$ cat src/rtl/led_pattern_seq.sv
// led_pattern_seq: LED bank pattern sequencer.
// A switch-selected base pattern is shown on the LEDs either statically or
// animated (rotate, ping-pong, blink). Animation steps are paced by an
// internal prescaler, and each applied step is flagged on the tick output.
module led_pattern_seq #(
    parameter int WIDTH    = 4,
    parameter int TICK_DIV = 4
) (
    input  logic             clk,
    input  logic             rst_n,
    input  logic             en,
    input  logic             load,
    input  logic [1:0]       mode,
    input  logic [WIDTH-1:0] base,
    output logic [WIDTH-1:0] LED,
    output logic             tick
);

    localparam int CNT_W = (TICK_DIV > 1) ? $clog2(TICK_DIV) : 1;
    localparam logic [CNT_W-1:0] CNT_MAX = CNT_W'(TICK_DIV - 1);

    typedef enum logic [1:0] {
        MODE_STATIC   = 2'b00,
        MODE_ROTATE   = 2'b01,
        MODE_PINGPONG = 2'b10,
        MODE_BLINK    = 2'b11
    } mode_t;

    // Two-stage synchronisers for the asynchronous slide switches
    logic [1:0]       mode_meta_q;
    logic [1:0]       mode_s_q;
    logic [WIDTH-1:0] base_meta_q;
    logic [WIDTH-1:0] base_s_q;

    // Sequencer state
    logic [1:0]       mode_q;
    logic [1:0]       mode_d;
    logic [CNT_W-1:0] cnt_q;
    logic [CNT_W-1:0] cnt_d;
    logic [WIDTH-1:0] led_q;
    logic [WIDTH-1:0] led_d;
    logic             dir_q;
    logic             dir_d;
    logic             tick_q;
    logic             tick_d;

    // Decoded events for the current cycle
    logic             reload;
    logic             cnt_wrap;
    logic             step;

    // Synchronise mode and base switches into the clock domain
    always_ff @(posedge clk or negedge rst_n) begin
        if (!rst_n) begin
            mode_meta_q <= '0;
            mode_s_q    <= '0;
            base_meta_q <= '0;
            base_s_q    <= '0;
        end else begin
            mode_meta_q <= mode;
            mode_s_q    <= mode_meta_q;
            base_meta_q <= base;
            base_s_q    <= base_meta_q;
        end
    end

    // Reload/step decode plus next-state for prescaler, pattern and direction
    always_comb begin
        reload   = load | (mode_s_q != mode_q);
        cnt_wrap = (cnt_q == CNT_MAX);
        step     = en & ~reload & cnt_wrap;

        mode_d = mode_s_q;
        cnt_d  = cnt_q;
        led_d  = led_q;
        dir_d  = dir_q;
        tick_d = 1'b0;

        if (reload) begin
            // A reload restarts the animation from the base pattern and
            // swallows any step that would have fired this cycle.
            cnt_d = '0;
            led_d = base_s_q;
            dir_d = 1'b0;
        end else begin
            if (en) begin
                cnt_d = cnt_wrap ? '0 : cnt_q + 1'b1;
            end
            // The strobe pulses on every prescaler wrap, even in STATIC.
            tick_d = step;

            case (mode_t'(mode_s_q))
                MODE_STATIC: begin
                    // Follow the switches continuously, independent of en.
                    led_d = base_s_q;
                end
                MODE_ROTATE: begin
                    if (step) begin
                        led_d = {led_q[WIDTH-2:0], led_q[WIDTH-1]};
                    end
                end
                MODE_PINGPONG: begin
                    if (step) begin
                        if (!dir_q) begin
                            // Walking toward MSB: bounce once the MSB is lit.
                            if (led_q[WIDTH-1]) begin
                                dir_d = 1'b1;
                                led_d = led_q >> 1;
                            end else begin
                                led_d = led_q << 1;
                            end
                        end else begin
                            // Walking toward LSB: bounce once the LSB is lit.
                            if (led_q[0]) begin
                                dir_d = 1'b0;
                                led_d = led_q << 1;
                            end else begin
                                led_d = led_q >> 1;
                            end
                        end
                    end
                end
                MODE_BLINK: begin
                    if (step) begin
                        led_d = ~led_q;
                    end
                end
                default: begin
                    led_d = led_q;
                end
            endcase
        end
    end

    // Register sequencer state and outputs
    always_ff @(posedge clk or negedge rst_n) begin
        if (!rst_n) begin
            mode_q <= '0;
            cnt_q  <= '0;
            led_q  <= '0;
            dir_q  <= 1'b0;
            tick_q <= 1'b0;
        end else begin
            mode_q <= mode_d;
            cnt_q  <= cnt_d;
            led_q  <= led_d;
            dir_q  <= dir_d;
            tick_q <= tick_d;
        end
    end

    assign LED  = led_q;
    assign tick = tick_q;

endmodule

$ cat config.mk
export PLATFORM = sky130hd
export DESIGN_NAME = led_pattern_seq
export DESIGN_NICKNAME = d
export VERILOG_FILES = /design/src/rtl/led_pattern_seq.sv
export SDC_FILE = /design/constraint.sdc
export NUM_CORES = 1
export LEC_CHECK = 0
export CORE_MARGIN = 4
export CORE_UTILIZATION = 50
export DETAILED_ROUTE_END_ITERATION = 8
export PLACE_DENSITY = 0.75
export SKIP_LAST_GASP = 1
export SLEW_MARGIN = 40
export SYNTH_ARGS = -nofsm -noshare
export SYNTH_HDL_FRONTEND = slang
export SYNTH_SLANG_ARGS = --single-unit
$ cat constraint.sdc
create_clock -name clk -period 2.1 [get_ports clk]
set_clock_uncertainty 0.15 [all_clocks]
set_input_delay 0.42 -clock clk [delete_from_list [all_inputs] [get_ports clk]]
set_output_delay 0.42 -clock clk [all_outputs]
set_load 0.01 [all_outputs]
==> reports/results.ini <==
[outcome]
outcome = completed

[synthesis]
syn_area_um2 = 933
synth.avg_cell_area_um2 = 12.4
yosysWarnings = 0
synth_fp_nets = 86
postSynthCellCount = 75
synth_cell_type_count = 28
seq_area_frac_synth_pct = 59.0
ys_ff_latch = 22

[place]
gp_congestion = 0.740
dp_hpwl_um = 1180
pre_cts_slack_ns = -0.0439
dp.cells = 118
io_buffers = 14

[worst_setup_path]
r2r_start = mode_d[0]
crit_path_start = LED[1]
slowest_stage = clkdlybuf4s50_1
path_buf_inv = 1
crit_chain = clkdlybuf4s50_1
cp-end-kind = output port
reg2regPathDepth = 4
cp_top_family = buffers and inverters
cp.arrival_ns = 1.36
timing_worst_setup_path_type = reg -> out
start_kind = register
crit_fanout = 8
crit_required_ns = 1.53
critPathMaxStageDelay_ns = 0.58
critical_path_cell_count = 1

[timing]
fin_crit_sh_pct = 91.7
setup_viol = 0
min_period_ns = 1.93
slew_viol_final = 0
max_clock_freq_mhz = 519
rsz0062_at_grt = false
worst_pin_slew_ns = 0.322
fin_ws_ns = 0.175
slew_headroom_pct = 78.5
hold_viol = 0

[route]
drc = 0
antenna_left = 0
vias_per_cell = 5.25
drtIter0Drc = 14
vias = 641
wl_um = 1510
routedWlPerCell_um = 12.4
dr.pass1.iters = 4

[power]
ir_drop_mv = 0.489
p_int_mw = 0.610
pwr_density_cell_mw_per_mm2 = 677
p_sw_mw = 0.182
clock_power_share_pct = 27.9
p_sw_share_pct = 23.0
leakagePower_nw = 0.494
seq_power_share_pct = 58.3
comb_power_share_pct = 13.8

[clock_network]
cts_sinks = 22
cts-htree-levels = 1
ctsHoldBuffers = 0
cts.clk_slew.worst_paths_ns = 0.10
cts_resized = 0
clock_latency_ns = 0.30
cts_tree = yes
cts_buffer_depth = 2
post-cts-setup-buffer-count = 0
root_buffer = clkbuf_4
cts_buffers = 3

[grt]
grt_pass1_vias = 649
grt_overflow = 0
grt_usage_pct = 15.0
grt_max_degree = 23
antenna_found_initial = 0
grt_pass1_wl_um = 2900

[cells_and_area]
final_util_pct = 67.0
n_fill_cell = 139
drive_above_1_share_pct = 20.6
nets = 109
syn2layout_area_growth_pct = 25.3
diodes = 0
finalNonFillerCells = 122
multiInputGateArea_um2 = 359
seq_area_um2 = 551

[die]
ios = 15
die_x_um = 51.2
row_count = 15
fp.dieH_um = 51.2
start_util_pct = 53.5
dieArea_mm2 = 0.00262
core-area_mm2 = 0.00175

[flow_run]
maxCapViolations = 0

[min_path]
worst_hold_path_type = reg -> reg
whs_path_depth = 0
hold_start = base_meta_q[2]

-- cells in the mapped netlist --
library cell / instances / area [um2]
a21boi_0: 1 / 7.51
a21oi_1: 4 / 20.0
a31oi_1: 2 / 12.5
a32oi_1: 1 / 8.76
and2b_2: 1 / 8.76
buf_2: 1 / 5.00
buf_6: 1 / 11.3
dfrtp_1: 22 / 551
ha_1: 1 / 12.5
inv_1: 2 / 7.51
mux2_2: 4 / 45.0
mux2i_1: 4 / 40.0
nand2_1: 6 / 22.5
nand2_2: 1 / 6.26
nand2b_1: 1 / 6.26
nor2_1: 7 / 26.3
nor2_4: 1 / 11.3
nor3b_1: 2 / 15.0
nor4_1: 1 / 6.26
nor4_4: 1 / 21.3
o211ai_1: 2 / 15.0
o21ai_0: 2 / 10.0
o221ai_1: 1 / 8.76
o22ai_1: 2 / 12.5
or2_0: 1 / 6.26
or3_4: 1 / 11.3
xor2_1: 1 / 8.76
xor2_2: 1 / 16.3
-- placed cells by master (no fill, tap or decap) --
cell             instances
dfrtp_1                 22
clkdlybuf4s50_1         14
nor2_1                   7
nand2_1                  6
buf_4                    6
mux2i_1                  4
mux2_2                   4
a21oi_1                  4
clkbuf_4                 3
o22ai_1                  2
inv_1                    2
o21ai_0                  2
o211ai_1                 2
a31oi_1                  2
nor3b_1                  2
xor2_2                   1
xor2_1                   1
nor4_4                   1
or3_4                    1
a32oi_1                  1
nor2_4                   1
nand2b_1                 1
and2b_2                  1
nand2_2                  1
or2_0                    1
a21boi_0                 1
o221ai_1                 1
nor4_1                   1
ha_1                     1
clkbuf_8                 1
-- per-layer routing --
metal	wire length, um	vias to the layer above	track usage, %
met1	604	311	18.8
met3	113	2	3.21
met5	0	-	0
met4	17	0	6.73
li1	-	310	-
met2	778	18	24.9
-- metrics by stage --
| stage | hold WS [ns] | cell area [um2] | power [mW] | TNS, ns |
|---|---|---|---|---|
| 6_report | 0.208 | 1170 | 0.792 | 0 |
| 5_1_grt | 0.223 | 1170 | 0.840 | 0 |
| 4_1_cts | 0.211 | 1170 | 0.804 | 0 |
| 3_5_place_dp | 0.185 | 1130 | 0.581 | -0.110 |
| 3_3_place_gp | 0.183 | 1130 | 0.576 | -0.0414 |
| 2_1_floorplan | -0.0256 | 933 | 0.524 | 0 |
-- final cells by class --
type / count / share of cell area [%]
Sequential cell: 22 / 47.1
Timing Repair Buffer: 20 / 15.8
Multi-Input combinational cell: 49 / 30.7
Clock buffer: 4 / 3.10
Tap cell: 25 / 2.67
Inverter: 2 / 0.642
-- registers in the layout, indices dropped and copies added (netlist names) --
name	flops
LED	4
base_meta_q	4
base_s_q	4
cnt_q	2
mode_d	2
mode_meta_q	2
mode_q	2
dir_q	1
tick	1
-- power groups by stage --
stage / Sequential, mW / Clock, mW / Combinational [mW]
3_3_place_gp: 0.468 / 0 / 0.108
3_5_place_dp: 0.471 / 0 / 0.111
6_report: 0.462 / 0.221 / 0.110
2_1_floorplan: 0.469 / 0 / 0.0554
5_1_grt: 0.466 / 0.253 / 0.121
4_1_cts: 0.462 / 0.231 / 0.111
-- final timing paths --
path                             endpoint  slack (ns)
max in group asynchronous  base_meta_q[2]        1.27
hold reg to reg               base_s_q[2]        0.21
hold / removal                base_s_q[2]        0.21
setup / recovery                   LED[1]        0.17
min in group asynchronous        cnt_q[1]        0.30
setup reg to reg                   LED[2]        0.26
-- kinds of logic after synthesis --
group	share of synthesized area [%]
simple gates	15.1
flops	59.0
compound gates	10.2
mux	9.12
buf+inv	2.55
xor+xnor	2.68
fa+ha+maj	1.34
No activity file was read; power rests on OpenSTA's default activity.
